<file path="config.mk">
export PLATFORM = sky130hd
export DESIGN_NAME = median_frame_ctrl
export DESIGN_NICKNAME = d
export VERILOG_FILES = /design/src/rtl/median_frame_ctrl.sv
export SDC_FILE = /design/constraint.sdc
export NUM_CORES = 1
export LEC_CHECK = 0
export ABC_AREA = 1
export CORE_MARGIN = 4
export CORE_UTILIZATION = 55
export CTS_CLUSTER_DIAMETER = 100
export DETAILED_ROUTE_END_ITERATION = 10
export PLACE_DENSITY = 0.87
export SLEW_MARGIN = 5
export SYNTH_ARGS = -nofsm -noshare
export SYNTH_HDL_FRONTEND = slang
export SYNTH_SLANG_ARGS = --single-unit
</file>
<file path="constraint.sdc">
create_clock -name clk -period 6 [get_ports clk]
set_input_delay 0.6 -clock clk [delete_from_list [all_inputs] [get_ports clk]]
set_output_delay 0.6 -clock clk [all_outputs]
set_load 0.01 [all_outputs]
</file>
<file path="src/rtl/median_frame_ctrl.sv">
// Frame sequencer for the 3x3 median datapath. It scans the image one 3-pixel column at a time,
// drives the read port and load enables, and tags each window with its output address.
module median_frame_ctrl #(
    parameter int WIDTH  = 640,
    parameter int HEIGHT = 480,
    parameter int ADDR_W = 19
) (
    input  logic              clk,
    input  logic              rst,
    input  logic              start,
    output logic              busy,
    output logic              done,
    output logic              rd_en,
    output logic [ADDR_W-1:0] rd_addr,
    output logic              en1,
    output logic              en2,
    output logic              out_valid,
    output logic [ADDR_W-1:0] wr_addr
);

    localparam int CW   = $clog2(WIDTH);
    localparam int RW   = $clog2(HEIGHT);
    localparam int TAGS = 4;

    localparam logic [CW-1:0]     C_LAST   = CW'(WIDTH - 1);
    localparam logic [CW-1:0]     C_VLAST  = CW'(WIDTH - 3);
    localparam logic [RW-1:0]     R_LAST   = RW'(HEIGHT - 3);
    localparam logic [ADDR_W-1:0] ROW_STEP = ADDR_W'(WIDTH);

    typedef enum logic [1:0] {StIdle, StRun, StFlush, StFin} state_e;

    state_e            state_q;
    logic [RW-1:0]     row_q;
    logic [CW-1:0]     col_q;
    logic [1:0]        phase_q;
    logic [2:0]        flush_q;
    logic [ADDR_W-1:0] base_q;
    logic [ADDR_W-1:0] out_cnt_q;
    logic              pend_valid_q;
    logic [ADDR_W-1:0] pend_addr_q;
    logic              tag_valid_q [TAGS];
    logic [ADDR_W-1:0] tag_addr_q  [TAGS];

    logic last_read;
    logic col_keep;

    always_comb begin
        last_read = (phase_q == 2'd2) && (row_q == R_LAST) && (col_q == C_LAST);
        col_keep  = (col_q <= C_VLAST);
    end

    always_ff @(posedge clk or posedge rst) begin
        if (rst) begin
            state_q      <= StIdle;
            row_q        <= '0;
            col_q        <= '0;
            phase_q      <= '0;
            flush_q      <= '0;
            base_q       <= '0;
            out_cnt_q    <= '0;
            pend_valid_q <= 1'b0;
            pend_addr_q  <= '0;
            for (int i = 0; i < TAGS; i++) begin
                tag_valid_q[i] <= 1'b0;
                tag_addr_q[i]  <= '0;
            end
            busy      <= 1'b0;
            done      <= 1'b0;
            rd_en     <= 1'b0;
            rd_addr   <= '0;
            en1       <= 1'b0;
            en2       <= 1'b0;
            out_valid <= 1'b0;
            wr_addr   <= '0;
        end else begin
            en1       <= 1'b0;
            en2       <= 1'b0;
            done      <= 1'b0;
            out_valid <= 1'b0;

            // Tag pipe mirrors the datapath: the tag leaving stage 3 matches the median
            // that appears on o_med during the next cycle.
            if (en2) begin
                tag_valid_q[0] <= pend_valid_q;
                tag_addr_q[0]  <= pend_addr_q;
                for (int i = 1; i < TAGS; i++) begin
                    tag_valid_q[i] <= tag_valid_q[i-1];
                    tag_addr_q[i]  <= tag_addr_q[i-1];
                end
                out_valid <= tag_valid_q[TAGS-1];
                if (tag_valid_q[TAGS-1]) begin
                    wr_addr <= tag_addr_q[TAGS-1];
                end
            end

            case (state_q)
                StIdle: begin
                    if (start) begin
                        state_q   <= StRun;
                        busy      <= 1'b1;
                        rd_en     <= 1'b1;
                        rd_addr   <= '0;
                        base_q    <= '0;
                        row_q     <= '0;
                        col_q     <= '0;
                        phase_q   <= '0;
                        out_cnt_q <= '0;
                    end
                end

                StRun: begin
                    // Enables follow the read phase by one cycle to absorb memory latency.
                    en1 <= (phase_q != 2'd2);
                    en2 <= (phase_q == 2'd2);
                    if (phase_q == 2'd2) begin
                        pend_valid_q <= col_keep;
                        pend_addr_q  <= out_cnt_q;
                        if (col_keep) begin
                            out_cnt_q <= out_cnt_q + 1'b1;
                        end
                    end

                    if (last_read) begin
                        state_q <= StFlush;
                        rd_en   <= 1'b0;
                        flush_q <= '0;
                    end else if (phase_q != 2'd2) begin
                        phase_q <= phase_q + 2'd1;
                        rd_addr <= rd_addr + ROW_STEP;
                    end else begin
                        // Row-major layout: the next column's top pixel is always base + 1,
                        // including the wrap onto the next output row.
                        phase_q <= '0;
                        base_q  <= base_q + 1'b1;
                        rd_addr <= base_q + 1'b1;
                        if (col_q == C_LAST) begin
                            col_q <= '0;
                            row_q <= row_q + 1'b1;
                        end else begin
                            col_q <= col_q + 1'b1;
                        end
                    end
                end

                StFlush: begin
                    flush_q <= flush_q + 3'd1;
                    if (flush_q == 3'd2 || flush_q == 3'd5) begin
                        en2          <= 1'b1;
                        pend_valid_q <= 1'b0;
                    end
                    if (flush_q == 3'd7) begin
                        state_q <= StFin;
                        busy    <= 1'b0;
                        done    <= 1'b1;
                    end
                end

                StFin: begin
                    state_q <= StIdle;
                end

                default: begin
                    state_q <= StIdle;
                end
            endcase
        end
    end

endmodule

</file>
* Yosys cells after proc, flatten, opt, wreduce, memory -nomap -nowiden
Index checks and enable logic that the tools add are counted.
Storage, ports and cells: RAM bits 0, register bits after elaboration 208, word-level logic and storage cells 114, memories kept 0, memory bits (read-only) 0, bits in latches 0, output and inout port bits 44, input port bits 3
Cells by class: magnitude comparators 1, div/mod/pow operators 0, bitwise gates (word level) 0, $mul 0, equal/unequal tests 19, add/sub/neg operators 7, reductions and logical operators 18, shift operators 0, multiplexer cells 44
Operator list (number):
- 19-bit 2-to-1 mux | 7
- 19-bit case mux with 2 select lines | 3
- 10-bit 2-to-1 mux | 4
- 19-bit by 1-bit adder with 19-bit output (second input constant) | 2
- 9-bit 2-to-1 mux | 4
- 2-bit != test (second input constant) | 10
- 10-bit case mux with 2 select lines | 1
- 19-bit by 10-bit adder with 19-bit output (second input constant) | 1
- 9-bit case mux with 2 select lines | 1
- 3-bit AND reduction | 5
- 2-bit 2-to-1 mux | 6
- 10-bit by 1-bit adder with 10-bit output (second input constant) | 1
- 10-bit equality test (second input constant) | 1
- 10-bit <= comparator (second input constant) | 1
- 1-bit 2-to-1 mux | 10
- 9-bit by 1-bit adder with 9-bit output (second input constant) | 1
- 9-bit equality test (second input constant) | 1
- 1-bit case mux with 2 select lines | 4
- 2-bit case mux with 4 select lines | 1
- 4-bit AND reduction | 2
- 2-bit equality test (second input constant) | 3
- 3-bit equality test (second input constant) | 2
- 3-bit case mux with 2 select lines | 1
- 2-bit AND reduction | 3
- 11 further kinds | 14

* Logic depth before layout (Yosys ltp)
word-level depth 5, mapped depth 12, gate-level depth less buffers 11

* Worst setup path after synthesis
No wires, ideal clock.
kind register to register, start register state_q[0], end register base_q[10], buffers on the path 1, stages on the path, launching flop included 13, slack 4318 ps, arrival 1618 ps, data required time 5935 ps, clock period less this slack 1682 ps, setup time 65 ps, path through dfrtp_1 -> inv_1 -> ha_1 -> inv_2 -> nor2_1 -> a21oi_2 -> inv_2 -> nor2_8 -> inv_2 -> nor2_4 -> buf_6 -> nand3_2 -> nand2_1
On the way: word-level cells in the longest chain between the ends 3, elaborated cells on any way between the ends 8, those cells by class eq/ne: 4; mux: 1; reduce/logical: 3
RTL lines:
- start: declaration | line 32 | state_e state_q;
- start signal: assignment | line 54 | state_q <= StIdle;
- start signal: assignment | line 99 | state_q <= StRun;
- start signal: assignment | line 124 | state_q <= StFlush;
- 2-bit by 1-bit equality test with 1-bit output or 2-bit zero test (tied branches) | line 96 | case (state_q)
- 2-bit != test (no source line) or 2-bit nonzero test (tied branches)
- 4-bit AND reduction (no source line)
- end signal: assignment | line 134 | base_q <= base_q + 1'b1;
- end: declaration | line 37 | logic [ADDR_W-1:0] base_q;
Parallel ways exist; a longest one is shown, timed or not. A chain may end at the register's enable or synchronous reset.

* Final worst setup path
start register en2, end output port en2
RTL lines:
- start: declaration | line 16 | output logic en2,
- start signal: assignment | line 114 | en2 <= (phase_q == 2'd2);
No word-level cell between the ends.

==> metrics <==
run status completed; Final Non-Filler Cells 1473; TritonCTS Sinks 208; dpl hpwl 13300 µm; initial drt markers 589; Die X 142 µm; CORE AREA 0.0174 mm²; clock transition at the registers of the reported paths 0.06 ns; crit path max fanout around 110; CP Launch Type flip-flop; Worst Path Required ~5.4 ns; cts hold-fix bufs 0; Syn Nets around 1200; ANT cells 0; Post-synth EDFFs 0; unrepaired setup endpoints after global routing false; Slew Limit Headroom 0.332; Area growth, synth to finish 13.0%; initial antenna violation count 0; Crit Path Class flip-flop to output port; cts bufs inserted 22; CTS resizes 0; first-pass GRT wire length 34900 µm; # DRC 0; number of setup buffers added after CTS 0; layout cell share with drive strength beyond 1 0.0873; CP max-delay cell buf_4; Congestion Overflow GR 0; maximum clock path buffer count 3; Die Area between 0.02 and 0.025 mm²; dpl cells 1433; critical path's largest stage delay 0.76 ns; All-Layer GR Usage 0.207; via count approximately 7800; Die Y ~140 µm; fin crit share 0.530; Clock Latency Late Sink 0.52 ns; Post-Synth Adder-Cell Area 0.0190; Leak Pwr 0.00515 µW; ys async rst share 1.00; Max Cap Violations 0; filler instances 1399; CTS tree built; vias in the first global route 7381; Critical Path End Type output port; Clock Tree Root clkbuf_16; row cnt 48; Hold Vio Cnt, Final 0; synthesized area per cell approximately 8.2 µm²; wire per inst ~14 µm; nets approximately 1300; Netlist Area Pre-Place 0.00987 mm²; Setup violations, final 0; IO Pins 47; H-tree levels 1; Worst R2R End out_cnt_q[10]; PD cells approximately 380 mW/mm²; Max VDD drop roughly 0.26 mV; Pre-antenna DRT Iters 5; total negative slack 0 ns; FF-to-FF Start state_q[1]; compound-gate portion of the synthesized area 0.0900; #FFs+latches synth roughly 210; Worst Tran Pin Value approximately 1 ns; Synth cell types 35; worst reg-to-reg setup slack ~3.6 ns; worst r2r path cells 8; worst path arrival time 2.58 ns; Pwr Total 4240 µW; sequential area share after synthesis 0.527; vias per cell 5.31; mux contribution to synthesized area 0.0217; total wire length 20200 µm; post-synthesis cell count approximately 1200; xor and xnor fraction of the mapped netlist area 0.0106; Hold WC Path Type input port to asynchronous set/reset pin; YS warnings 0; Final Util 0.640; Final Max Tran Viols 0; Post-DRT Antenna Nets 0; largest net degree at the start of global routing 110; Initial Util 0.567; crit-path cells buf_4 -> clkdlybuf4s50_1; GPL Wtd Cong 0.885; Synth Area in Simple Gates 0.262; largest family of logic cells by synthesized area simple AND/OR/NAND/NOR gates; worst hold margin 0.397 ns; fin crit period 3.18 ns; final setup skew 0.0234 ns; ys flop type dfrtp_1; # port buffers 46; Fmax 315 MHz
## critical path: cells and delay by family (launching register included)
kind / cells / cell delay, ns
buf+inv: 2 / 1.45
flops: 1 / 0.61
## metal layers
metal  vias up  GRT usage  share of wire
li1       3863          -              -
met1      3708      0.290           0.45
met2       213      0.344           0.48
met3        39     0.0282          0.049
met4         0     0.0535          0.023
met5         -          0              0
## report_power, final
group	total (µW)	switching [µW]	internal, µW
Clock	1300	551	747
Combinational	1150	782	373
Sequential	1790	162	1630
## synthesized netlist by cell type (2+ instances only)
master	count	area share
nand4_1	12	0.0076
o21ai_0	120	0.061
nand2_2	10	0.0063
nand3_1	69	0.035
mux2_2	19	0.022
nand3_4	2	0.0035
xnor2_1	2	0.0018
a31oi_1	2	0.0013
xor2_1	10	0.0089
buf_4	4	0.0030
nor2_2	3	0.0019
buf_1	2	0.00076
nor2_4	4	0.0046
buf_6	3	0.0034
buf_2	8	0.0041
nand2_1	380	0.14
dfrtp_1	208	0.53
nand3_2	4	0.0041
inv_2	8	0.0030
or2_2	5	0.0032
nand2_4	2	0.0023
clkbuf_1	23	0.0087
nand3b_1	5	0.0038
ha_1	15	0.019
inv_1	121	0.046
nor2_1	105	0.040
o21ai_1	4	0.0020
a21oi_1	25	0.013
nor3_1	4	0.0020
o21ai_2	13	0.012
## worst max path at each step
stage / startpoint / to / depth (start not counted)
2_1_floorplan: rst / base_q[0] / 1
3_3_place_gp: en2 / en2 / 2
3_5_place_dp: en2 / en2 / 2
4_1_cts: en2 / en2 / 2
5_1_grt: en2 / en2 / 2
6_report: en2 / en2 / 2
## cell type report
class | instances | area (µm²) | share of cell area
well taps | 225 | 282 | 0.0253
inverters | 129 | 488 | 0.0438
clock buffers | 37 | 657 | 0.0589
repair buffers | 51 | 498 | 0.0447
multi-input cells | 820 | 3980 | 0.357
flip-flops and latches | 208 | 5210 | 0.467
clock inverters | 3 | 32.5 | 0.00292
## registers in the layout (all words and copies together), names as in the netlist, 2 cells and up
| register | flops |
|---|---|
| tag_addr_q | 76 |
| base_q | 19 |
| out_cnt_q | 19 |
| pend_addr_q | 19 |
| rd_addr | 19 |
| wr_addr | 19 |
| col_q | 10 |
| row_q | 9 |
| tag_valid_q | 4 |
| flush_q | 3 |
| phase_q | 2 |
| state_q | 2 |
## cell families (layout without fill, tap and decap cells)
group,after synthesis,in the layout
compound gates,166,166
xor+xnor,12,12
fa+ha+maj,15,15
simple gates,608,608
mux,19,19
buf+inv,169,220
flops,208,208
## placed cells by master, fill, tap and decap left out, types with 2 or more instances in the layout
master,instances
nand2_1,380
dfrtp_1,207
inv_1,120
o21ai_0,120
nor2_1,105
nand3_1,69
clkdlybuf4s50_1,46
a21oi_1,25
clkbuf_16,22
mux2_2,19
ha_1,15
o21ai_2,13
nand4_1,12
nand2_2,10
xor2_1,10
clkbuf_1,10
inv_2,8
or2_2,5
nand3b_1,5
clkbuf_8,5
buf_4,5
nor2_4,4
nand3_2,4
nor3_1,4
o21ai_1,4
nor2_2,3
nand2_4,2
nand3_4,2
xnor2_1,2
clkinvlp_4,2
a31oi_1,2
## stage by stage
stage               setup slack, ns  area, µm²
global placement               3.34      10500
finish                         2.82      11100
floorplan                      2.70       9870
detailed placement             3.34      10500
CTS                            2.80      11100
global route                   2.63      11100
(Power assumes the default switching activity.)
==> edit 1, RTL diff (config.mk and constraints unchanged) <==
Add an input register stage for `start`, without a reset; this delays it by one clock.
--- a/src/rtl/median_frame_ctrl.sv
+++ b/src/rtl/median_frame_ctrl.sv
@@ -30,2 +30,8 @@
     typedef enum logic [1:0] {StIdle, StRun, StFlush, StFin} state_e;
+
+    logic start_q;
+
+    always_ff @(posedge clk) begin
+        start_q <= start;
+    end
 
@@ -97,3 +103,3 @@
                 StIdle: begin
-                    if (start) begin
+                    if (start_q) begin
                         state_q   <= StRun;
Check against the original RTL: not equivalent (Yosys sat finds a counterexample within 4 cycles, from zero or initial values and one cycle with rst high).
==> edit 1 against the original RTL <==
Global-route usage about the same; critical path type is now flip-flop to flip-flop; area after synthesis rose by 0.20%; wire length up 0.44%; worst setup slack gained 0.72 ns; total power grew 2.4%; sequential cell count increased by 1; worst hold slack better by 0.0091 ns; cell area grew 0.79%; largest cell class unchanged; non-clock buffer count unchanged; register-to-register slack worse by 0.07 ns.
==> edit 1: results (changes against the original RTL) <==
[pwr]
internal_power_uw = 2855  ; +3.9%
ir_drop_uv = 263.6  ; +1.1%
p_leak_uw = 0.005197  ; +0.96%

[synthesis]
synthCells = 1198  ; +0.084%
synth_cell_types = 36  ; +2.9%
synth.mux.area_fraction = 0.02163  ; -0.00004388
ys_seq_area_frac = 0.5283  ; +0.0009567
synth_compound_area_frac = 0.08983  ; -0.0001822
synth_xor_area_frac = 0.01063  ; -0.00002156
yosys.area_share.adder = 0.01898  ; -0.00003849
synth_top_cells_by_area = dfrtp_1 (53%), nand2_1 (14%), o21ai_0 (6.1%), inv_1 (4.6%), nor2_1 (4.0%)

[placement]
pre_cts_slack_ns = 3.578  ; +0.2386 ns
place_inst = 1434  ; +0.070%
gp_congestion = 0.9076  ; +2.6%

[drt]
wl_um = 20300  ; +0.44%
avgViaCountPerCell = 5.350  ; +0.74%
num_vias = 7886  ; +0.81%
drtIter0Drc = 645  ; +9.5%

[timing]
tightest_slew_ns = 0.9964  ; -0.003722 ns

[setup_path]
critPathArrivalTime_ns = 2.84  ; +0.26 ns
slowest_delay_ns = 0.54  ; -0.22 ns
critPathTopFamily = simple AND/OR/NAND/NOR gates
crit_path_top_delay_cell = nand2_1

[grt]
grt_pass1_wl_um = 35400  ; +1.3%
grtUsageTotal = 0.2062  ; -0.0003686

[cells_and_area]
drive_gt1_frac = 0.09047  ; +0.003133
nNetsFinal = 1251  ; +0.080%

[run_status]
status = finished, final reports clean

==> edit 1: logic make-up (layout without fill, tap and decap cells) <==
logic type,count (synthesis),in the layout
adders and majority gates,15,15
AOI/OAI and AO/OA,166,166
and+or+nand+nor,608,608
buffers and inverters,169,220
muxes,19,19
DFF,209,209
xor gates and xnor gates,12,12
==> edit 1: path summary, 6_finish.rpt <==
check	slack, ns	end	from	cells after the start
setup / recovery	3.54	out_cnt_q[6]	state_q[1]	8
hold / removal	0.41	out_valid	rst	2
setup reg to reg	3.54	out_cnt_q[6]	state_q[1]	8
hold reg to reg	0.47	pend_addr_q[1]	pend_addr_q[1]	2
max in group asynchronous	4.29	en2	rst	3
min in group clk	0.47	pend_addr_q[1]	pend_addr_q[1]	2
==> edit 1: metrics by stage <==
stage,util,area [µm²],total power [µW]
final,0.6429,11240,4347
after global routing,0.6429,11240,4610
after CTS,0.6429,11240,4367
after detailed placement,0.5996,10480,2970
after global placement,0.5996,10480,2921
after floorplan,-,9893,2660
==> edit 1: layer usage <==
metal / share of wire / up-vias / wire length (µm) / GRT usage
met5: 0 / - / 0 / 0
met4: 0.020 / 0 / 399 / 0.05253
met3: 0.063 / 43 / 1281 / 0.03394
met2: 0.47 / 257 / 9444 / 0.3275
met1: 0.45 / 3721 / 9175 / 0.2985
li1: - / 3865 / - / -
==> edit 1: final cells by class <==
| cell class | count | area share |
|---|---|---|
| Sequential cell | 209 | 0.4654 |
| Multi-Input combinational cell | 820 | 0.3545 |
| Clock buffer | 38 | 0.06325 |
| Timing Repair Buffer | 51 | 0.04432 |
| Inverter | 129 | 0.04343 |
| Tap cell | 225 | 0.02506 |
| Clock inverter | 2 | 0.004120 |
==> edit 1: power groups by stage <==
stage	combinational, µW	sequential (µW)	clock [µW]
after floorplan	861	1800	0
after global placement	1120	1810	0
after detailed placement	1150	1820	0
after CTS	1170	1790	1410
after global routing	1310	1820	1470
final	1160	1800	1380
==> edit 1: worst register-to-register path, cell delays in order (launching register included) <==
cell	delay (ns)
dfrtp_1	0.40
inv_1	0.09
ha_1	0.19
inv_2	0.15
a21oi_2	0.26
inv_2	0.10
nor2_8	0.17
nand2_1	0.55
o21ai_0	0.44
==> edit 2, RTL diff (same settings) <==
Without the edit above. `ADDR_W`: 19 -> 17.
--- a/src/rtl/median_frame_ctrl.sv
+++ b/src/rtl/median_frame_ctrl.sv
@@ -5,3 +5,3 @@
     parameter int HEIGHT = 480,
-    parameter int ADDR_W = 19
+    parameter int ADDR_W = 17
 ) (
Interface: changed (resized rd_addr and wr_addr); port bits go from 47 to 43. The function was not compared with the original's and may differ.
==> edit 2 against the original RTL <==
Non-clock buffer count is 5 lower; clock power decreased by 13%; total power is 11% lower; via count shrank 9.5%; global-route usage rose by 1.0 points; sequential cell count fell by 18; cell area decreased by 8.6%; wire length is 7.4% lower; highest routed layer unchanged; combinational power fell by 9.6%; area after synthesis shrank 8.1%; worst setup slack better by 0.31 ns.
==> edit 2: results (changes against the original RTL) <==
[synthesis]
synth_xor_area_frac = 0.01351  ; +0.002863
ys_top_cells_by_count = nand2_1 (328), dfrtp_1 (190), inv_1 (107), nor2_1 (98), o21ai_0 (96)
synth_compound_area_frac = 0.07914  ; -0.01087
synth_area_per_cell_um2 = 8.333  ; +1.1%
synth.mux.area_fraction = 0.02730  ; +0.005621
synth_cell_types = 33  ; -5.7%
ys_seq_area_frac = 0.5239  ; -0.003462
yosys.area_share.adder = 0.02068  ; +0.001665

[setup_path]
reg2reg_slack_ns = 3.13  ; -0.48 ns
rr_endpoint = col_q[7]
critPathArrivalTime_ns = 3.19  ; +0.61 ns
ff2ff_path_depth = 10  ; +2
crit_path_max_fanout = 34  ; -69%

[pwr]
p_leak_uw = 0.004822  ; -6.3%
ir_drop_uv = 206.9  ; -21%

[run_status]
status = finished, final reports clean

[cells_and_area]
fill_cells = 1296  ; -7.4%

[clock_tree]
htree_num_levels = 4  ; +3
clock_latency_ns = 0.44  ; -0.08 ns
clk_path_buf_depth = 2  ; -1

[drt]
drtIter0Drc = 630  ; +7.0%
num_vias = 7083  ; -9.5%

[timing]
max_slew_margin = 0.3759  ; +0.04430
fin_skew_ns = 0.007875  ; -0.01550 ns

[grt]
grt_pass1_wl_um = 32220  ; -7.8%
grt_max_degree = 112  ; +1.8%

[hold_path]
min_path_type = flip-flop to flip-flop

[placement]
gp_congestion = 0.8719  ; -1.4%
portBuffers = 42  ; -8.7%

==> edit 2: cell count changes after synthesis, sizes merged, moves of 8 or more <==
cell,before,now
dfrtp,208,190
o21ai,137,102
nor2,113,104
inv,129,112
nand3,75,65
nand4,12,20
nand2,392,358
==> edit 2: cells by family after synthesis <==
family / Yosys count
adders and majority gates: 15
buffers and inverters: 148
DFF: 190
muxes: 22
AOI/OAI and AO/OA: 139
and+or+nand+nor: 561
xor gates and xnor gates: 14
==> edit 2: how the worst max path moves through the flow <==
stage | endpoint | slack, ns | cells past startpoint | from
floorplan | base_q[0] | 0.23 | 1 | rst
global placement | col_q[9] | 3.28 | 10 | state_q[1]
detailed placement | base_q[16] | 3.17 | 10 | state_q[1]
CTS | base_q[16] | 3.14 | 10 | state_q[1]
global route | base_q[16] | 2.87 | 10 | state_q[1]
finish | col_q[7] | 3.13 | 10 | state_q[1]
==> edit 2: where the power goes <==
part | internal, µW | leakage, µW | total [µW] | switching (µW)
Sequential | 1480 | 0.00259 | 1620 | 142
Clock | 601 | 0.000279 | 1130 | 525
Combinational | 314 | 0.00195 | 1040 | 723
==> edit 2: area by class of cell <==
| cell class | instances | area (µm²) | share of cell area |
|---|---|---|---|
| clock inverters | 13 | 141.4 | 0.01388 |
| flip-flops and latches | 190 | 4758 | 0.4671 |
| clock buffers | 19 | 442.9 | 0.04348 |
| multi-input cells | 751 | 3695 | 0.3627 |
| well taps | 216 | 270.3 | 0.02653 |
| repair buffers | 46 | 450.4 | 0.04422 |
| inverters | 112 | 427.9 | 0.04201 |
==> edit 2: critical path, cell delays in order (launching register included) <==
cell and delay, ns:
dfrtp_1 0.40, inv_1 0.08, ha_1 0.47, buf_4 0.32, inv_1 0.26, a21oi_4 0.35
nand2_1 0.18, nand2_4 0.25, nand2_8 0.23, nand2_1 0.14, nand2_1 0.06
==> edit 2: metal layers <==
metal | GRT usage | routed length, µm | share of wire | up-vias
li1 | - | - | - | 3522
met1 | 0.3024 | 8772 | 0.47 | 3379
met2 | 0.3404 | 8888 | 0.47 | 155
met3 | 0.03997 | 785 | 0.042 | 27
met4 | 0.08007 | 276 | 0.015 | 0
met5 | 0 | 0 | 0 | -
==> edit 2: per-stage QoR <==
step | worst slack [ns] | hold slack (ns) | utilization | total power [µW] | cell area, µm²
4_1_cts | 3.136 | 0.4813 | 0.6366 | 3794 | 10190
2_1_floorplan | 0.2295 | 0.4468 | - | 2462 | 9075
3_5_place_dp | 3.171 | 0.4638 | 0.6001 | 2653 | 9602
6_report | 3.135 | 0.4802 | 0.6366 | 3781 | 10190
3_3_place_gp | 3.285 | 0.4605 | 0.6001 | 2606 | 9602
5_1_grt | 2.873 | 0.4979 | 0.6366 | 4005 | 10190
